[src/rtl/reset_sequencer.sv]
// reset_sequencer
// Sits between a simulation harness and the design top. It stretches the raw
// harness reset into a clean top_reset, then runs a bounded cycle counter.
// When the run ends (design halt, harness abort or cycle budget exhausted) it
// raises done with an exit code and holds it until the harness acknowledges.
//
// Phases:
//   HOLD - top_reset held high for HOLD_CYCLES cycles after reset falls
//   RUN  - design running, cycle_count counts completed RUN cycles
//   DONE - done=1 with a frozen exit_code/cycle_count, waiting for done_ack
//   IDLE - terminal until the next reset; results stay visible
module reset_sequencer #(
    parameter int unsigned HOLD_CYCLES = 4,     // must be >= 1
    parameter int unsigned MAX_CYCLES  = 10000, // must be < 2**COUNT_W
    parameter int unsigned COUNT_W     = 32
) (
    input  logic               clock,
    input  logic               reset,
    input  logic               halt_req,
    input  logic               abort_req,
    input  logic               done_ack,
    output logic               top_reset,
    output logic               running,
    output logic [COUNT_W-1:0] cycle_count,
    output logic               done,
    output logic [1:0]         exit_code
);

    // The hold counter only needs to reach HOLD_CYCLES-1; keep it at least
    // one bit wide so HOLD_CYCLES=1 still elaborates.
    localparam int unsigned HOLD_W = (HOLD_CYCLES > 1) ? $clog2(HOLD_CYCLES) : 1;

    localparam logic [HOLD_W-1:0]  HOLD_LAST  = HOLD_W'(HOLD_CYCLES - 1);
    localparam logic [HOLD_W-1:0]  HOLD_ONE   = HOLD_W'(1);
    localparam logic [COUNT_W-1:0] COUNT_LAST = COUNT_W'(MAX_CYCLES - 1);
    localparam logic [COUNT_W-1:0] COUNT_ONE  = COUNT_W'(1);

    localparam logic [1:0] EXIT_NONE    = 2'b00;
    localparam logic [1:0] EXIT_HALT    = 2'b01;
    localparam logic [1:0] EXIT_TIMEOUT = 2'b10;
    localparam logic [1:0] EXIT_ABORT   = 2'b11;

    typedef enum logic [1:0] {
        S_HOLD = 2'b00,
        S_RUN  = 2'b01,
        S_DONE = 2'b10,
        S_IDLE = 2'b11
    } state_t;

    state_t             r_state;
    logic [HOLD_W-1:0]  r_hold_cnt;
    logic               r_top_reset;
    logic               r_running;
    logic [COUNT_W-1:0] r_cycle_count;
    logic               r_done;
    logic [1:0]         r_exit_code;

    logic               w_run_exit;
    logic [1:0]         w_exit_sel;

    // Decide whether RUN ends this cycle and why: abort beats halt beats timeout.
    always_comb begin
        w_run_exit = 1'b1;
        w_exit_sel = EXIT_NONE;
        if (abort_req) begin
            w_exit_sel = EXIT_ABORT;
        end else if (halt_req) begin
            w_exit_sel = EXIT_HALT;
        end else if (r_cycle_count == COUNT_LAST) begin
            w_exit_sel = EXIT_TIMEOUT;
        end else begin
            w_run_exit = 1'b0;
        end
    end

    // Sequencer FSM; every output comes straight from a register here.
    always_ff @(posedge clock) begin
        if (reset) begin
            r_state       <= S_HOLD;
            r_hold_cnt    <= '0;
            r_top_reset   <= 1'b1;
            r_running     <= 1'b0;
            r_cycle_count <= '0;
            r_done        <= 1'b0;
            r_exit_code   <= EXIT_NONE;
        end else begin
            case (r_state)
                S_HOLD: begin
                    // Last hold cycle: release the design and start counting
                    // from zero on the following cycle.
                    if (r_hold_cnt == HOLD_LAST) begin
                        r_state     <= S_RUN;
                        r_top_reset <= 1'b0;
                        r_running   <= 1'b1;
                    end else begin
                        r_hold_cnt <= r_hold_cnt + HOLD_ONE;
                    end
                end
                S_RUN: begin
                    // The exiting cycle is not counted, so cycle_count shows
                    // the value seen when the request or timeout was taken.
                    if (w_run_exit) begin
                        r_state     <= S_DONE;
                        r_running   <= 1'b0;
                        r_done      <= 1'b1;
                        r_exit_code <= w_exit_sel;
                    end else begin
                        r_cycle_count <= r_cycle_count + COUNT_ONE;
                    end
                end
                S_DONE: begin
                    // Results stay frozen; only the acknowledge is observed.
                    if (done_ack) begin
                        r_state <= S_IDLE;
                        r_done  <= 1'b0;
                    end
                end
                S_IDLE: begin
                    // Terminal: hold everything until the next reset.
                    r_state <= S_IDLE;
                end
                default: begin
                    r_state <= S_HOLD;
                end
            endcase
        end
    end

    assign top_reset   = r_top_reset;
    assign running     = r_running;
    assign cycle_count = r_cycle_count;
    assign done        = r_done;
    assign exit_code   = r_exit_code;

endmodule

[config.mk]
export PLATFORM = sky130hd
export DESIGN_NAME = reset_sequencer
export DESIGN_NICKNAME = d
export VERILOG_FILES = /design/src/rtl/reset_sequencer.sv
export SDC_FILE = /design/constraint.sdc
export NUM_CORES = 1
export LEC_CHECK = 0
export ABC_AREA = 1
export CAP_MARGIN = 20
export CORE_UTILIZATION = 46
export CTS_CLUSTER_SIZE = 14
export DETAILED_ROUTE_END_ITERATION = 12
export PLACE_DENSITY = 0.7
export SYNTH_ARGS = -nofsm -noshare
export SYNTH_HDL_FRONTEND = slang
export SYNTH_SLANG_ARGS = --single-unit
[constraint.sdc]
create_clock -name clock -period 3.57 [get_ports clock]
set_clock_uncertainty 0.1 [all_clocks]
set_input_delay 0.714 -clock clock [delete_from_list [all_inputs] [get_ports clock]]
set_output_delay 0.714 -clock clock [all_outputs]
set_load 0.01 [all_outputs]
=== Word level (Yosys, flattened, before mapping) ===
Cells that the tools add are included.

* Flip-flop bits (word level): 41
* Logic and storage cells: 45

* Multiplexer cells: 16
* Add/subtract/negate cells: 2
* Bitwise operators: 2
* Eq/ne operators: 8
* Reductions and logical operators: 10

{| class="wikitable"
|+ Operators with widths
! operator !! count
|-
| 32-bit by 1-bit adder with 32-bit output (second input constant) || 1
|-
| 32-bit by 14-bit equality test with 1-bit output (second input constant) || 1
|-
| 2-bit two-way mux || 6
|-
| 3-bit AND reduction || 3
|-
| 2-bit one-hot mux with 4 select lines || 1
|-
| 2-bit AND reduction || 4
|-
| 1-bit two-way mux || 7
|-
| 2-bit equality test (second input constant) || 3
|-
| 2-bit inequality test (second input constant) || 3
|-
| 1-bit one-hot mux with 2 select lines || 2
|-
| 2-bit nonzero test || 2
|-
| 2-bit by 1-bit adder with 2-bit output (second input constant) || 1
|-
| 2-bit by 1-bit equality test with 1-bit output (second input constant) || 1
|-
| 2-bit logical NOT || 1
|-
| 1-bit NOT || 2
|}

=== Depth between registers and ports, before layout ===
* Depth in word-level cells: 6
* Depth in mapped cells: 10

=== Worst setup path after synthesis ===
Ideal clock, no wire load.

* Path type: register -> register
* From: register r_cycle_count[0], in the netlist cycle_count[0]
* To: register r_cycle_count[18], in the netlist cycle_count[18]
* Stages on the path, launching flop included: 10
* Clock period less this slack: 1.897 ns
* Setup time: 0.132 ns
* Data arrival time: 1.665 ns
* Setup slack: 1.673 ns
* Cells stage by stage: dfxtp_1 -> ha_1 -> nand3_1 -> nor2_1 -> nand2_1 -> nor2_1 -> nor2_4 -> buf_2 -> nand3_1 -> a21oi_1

* Word-level cells in the longest chain between the ends: 6
* Elaborated cells between the ends (all ways): 7

{| class="wikitable"
|+ RTL lines
! what !! RTL line !! source
|-
| start: declaration || 54 || <nowiki>logic [COUNT_W-1:0] r_cycle_count;</nowiki>
|-
| start signal: assignment || 108 || <nowiki>r_cycle_count <= r_cycle_count + COUNT_ONE;</nowiki>
|-
| parallel branches: the longest is 6 deep, another holds 32-bit by 1-bit adder with 32-bit output || - ||
|}

Parallel ways; which one is timed is not known.
A chain may end at the register's enable or synchronous reset.

=== Final worst setup path ===
* From: input port abort_req
* To: register r_cycle_count[11], in the netlist cycle_count[11]

* Word-level cells in the longest chain between the ends: 3

{| class="wikitable"
|+ RTL lines
! what !! RTL line !! source
|-
| start: declaration || 20 || <nowiki>input logic abort_req,</nowiki>
|-
| 1-bit two-way mux || 65 || <nowiki>if (abort_req) begin</nowiki>
|-
| 1-bit NOT (no line) || - ||
|-
| 2-bit AND reduction (no line) || - ||
|}

Every way passes these cells.

==> results.json <==
{
  "yosysWarnings": 0,
  "cp.required_ns": 3.70,
  "drv_cap": 0,
  "start_util_pct": 48.42,
  "overflow": 0,
  "nets": 513,
  "crit_path_end_kind": "register",
  "vias": 3021,
  "drt-initial-drc-count": 215,
  "cp_cell_sequence": "clkdlybuf4s50_1, nor2_2, inv_1, nor2_4, nand3_1, a21oi_1",
  "critPathArrivalTime_ns": 2.49,
  "rsz0062_at_grt": "no",
  "status": "finished clean",
  "coreArea_sq_mm": 0.005574,
  "ff2ff_path_depth": 9,
  "final_util_pct": 58.56,
  "synth_top_area_share_pct": 30.41,
  "drive_gt1_share_pct": 3.945,
  "grt_antenna_before_repair": 0,
  "cts_max_path_buffers": 2,
  "hold_viol": 0,
  "postSynthRegisterBits": 41,
  "critPathLaunch": "abort_req",
  "synthAdderAreaFrac_pct": 0.9272,
  "slew_viol_final": 0,
  "cts_tree": "built",
  "hp-start": "top_reset",
  "routed_wl_mm": 7.896,
  "grtUsageTotal_pct": 26.75,
  "cts.reportedPaths.clkPinSlew_ns": 0.09,
  "r2r_setup_slack_ns": 1.27,
  "synth_top_family_by_area": "simple AND/OR/NAND/NOR gates",
  "ys_seq_area_share_pct": 30.41,
  "startpoint_type": "primary input",
  "yosys.area.top_type": "dfxtp_1",
  "grt_pass1_vias": 2661,
  "synthSimpleGateAreaFrac_pct": 48.68,
  "synth_cells": 468,
  "regToRegStartpoint": "cycle_count[0]",
  "peakVddDrop_mv": 0.2823,
  "cts_inserted_buffers": 5,
  "wl_per_cell_microns": 13.64,
  "synth_cell_types": 22,
  "post_cts_resized": 0,
  "htreeDepth": 2,
  "clk_latency_ns": 0.31,
  "hold_path_depth": 2,
  "drc_errors": 0,
  "syn_to_final_growth_pct": 20.96,
  "crit_cells": 6,
  "postCtsSetupRepairBufs": 0,
  "critPathTopFamily": "simple AND/OR/NAND/NOR gates",
  "synth_fp_nets": 475,
  "setup_tns_ns": 0,
  "rows": 27,
  "cp.buffers_inverters": 2,
  "max_stage_delay_ns": 0.56,
  "synth-xor-area-share_pct": 2.596,
  "drtPass1Iterations": 6,
  "setup_viol": 0,
  "dieHeight_microns": 78.60,
  "tightest_slew_ns": 0.7045,
  "avgSynthCellArea_sq_um": 5.767,
  "ioPinCount": 42,
  "buffer_ports.inserted": 41,
  "routed_via_density": 5.218,
  "slowest_stage": "nor2_4",
  "clk_root_buffer_cell": "clkbuf_8",
  "p_leak_nw": 1.119,
  "worstPathMaxFanout": 28,
  "dieArea_sq_mm": 0.006177,
  "numClockSinks": 41,
  "period_share_pct": 66.19,
  "holdWs_ns": 0.3473,
  "grt_max_degree": 38,
  "globalplace.congestion": 0.9364,
  "ctsHoldBuffers": 0,
  "synth_area_sq_mm": 0.002699,
  "powerDensity_mw_per_mm2": 341.2,
  "num_antenna_cells": 0,
  "slew_headroom_pct": 52.98,
  "min_path_type": "register to register",
  "grt_pass1_wl_mm": 12.92,
  "yosys-top-cells-area": "dfxtp_1 30%, nand2_1 24%, nor2_1 11%",
  "hpwl_mm": 5.945,
  "dieWidth_microns": 78.60,
  "timing.fmax_mhz": 423.2,
  "synth_compound_area_share_pct": 8.994,
  "worst-setup-path-type": "primary input to register",
  "period_needed_ns": 2.363,
  "ant_nets": 0,
  "muxShareOfSynthArea_pct": 0
}
## logic make-up (layout without fill, tap and decap cells)
family,count (synthesis),after routing
xor+xnor,8,8
compound gates,48,48
fa+ha+maj,2,2
flops,41,41
buf+inv,53,92
simple gates,316,316
## worst paths after layout
check | end
setup / recovery | cycle_count[11]
hold / removal | top_reset
setup reg to reg | cycle_count[13]
hold reg to reg | top_reset
## registers in the layout, indices dropped and copies added (netlist names)
name	cells
cycle_count	32
done	1
exit_code	2
r_hold_cnt	2
r_state	2
running	1
top_reset	1
## final cells by class
type | instances | area [sq um]
multi-input cells | 374 | 1654
clock inverters | 2 | 37.54
flip-flops and latches | 41 | 820.8
well taps | 72 | 90.09
clock buffers | 6 | 82.58
inverters | 41 | 153.9
fillers | 563 | 2310
repair buffers | 43 | 425.4
## metal layers
layer	up-vias	global-route usage, %	routed length [microns]
met3	13	3.721	438
met1	1366	36.50	3694
li1	1550	-	-
met5	-	0	0
met2	92	43.30	3618
met4	0	7.963	146
## metrics by stage
| stage | setup slack [ns] | cells | instance area [sq um] | total power [mW] |
|---|---|---|---|---|
| 2_1_floorplan | 1.673 | 468 | 2699 | 0.6552 |
| 3_3_place_gp | 0.9580 | 571 | 3144 | 0.7153 |
| 3_5_place_dp | 0.9122 | 571 | 3144 | 0.7195 |
| 4_1_cts | 1.229 | 579 | 3264 | 1.121 |
| 5_1_grt | 1.010 | 579 | 3264 | 1.175 |
| 6_report | 1.207 | 579 | 3264 | 1.114 |
## power breakdown
group	switching [mW]	total, mW	internal (mW)
sequential	0.0191	0.506	0.487
clock	0.179	0.407	0.228
combinational	0.133	0.201	0.0677
## cells in the final DEF (no fill, tap or decap), types with 2 or more instances in the layout
cell type	n
a21oi_1	37
buf_4	2
clkbuf_8	6
clkdlybuf4s50_1	41
dfxtp_1	41
ha_1	2
inv_1	40
nand2_1	176
nand3_1	48
nand4_1	5
nor2_1	78
nor2_2	2
nor2_4	3
o21ai_0	10
xnor2_1	5
xor2_1	3
## worst register-to-register path: stages, from the launching register on
cell and delay, ns:
dfxtp_1 0.54, ha_1 0.37, inv_2 0.10, nor2_4 0.18, nand3_2 0.11, nor2_4 0.16
nand2_4 0.09, nand3_4 0.30, nand2_1 0.11, a21oi_1 0.17
## synth_stat cells
cell	number
a21oi_1	37
buf_2	4
buf_6	3
clkbuf_1	5
dfxtp_1	41
ha_1	2
inv_1	40
inv_2	1
nand2_1	176
nand2_2	1
nand2_4	1
nand3_1	48
nand3_2	1
nand3_4	1
nand4_1	5
nor2_1	79
nor2_2	1
nor2_4	3
o211ai_1	1
o21ai_0	10
xnor2_1	5
xor2_1	3
Power figures use the tool's default switching activity.
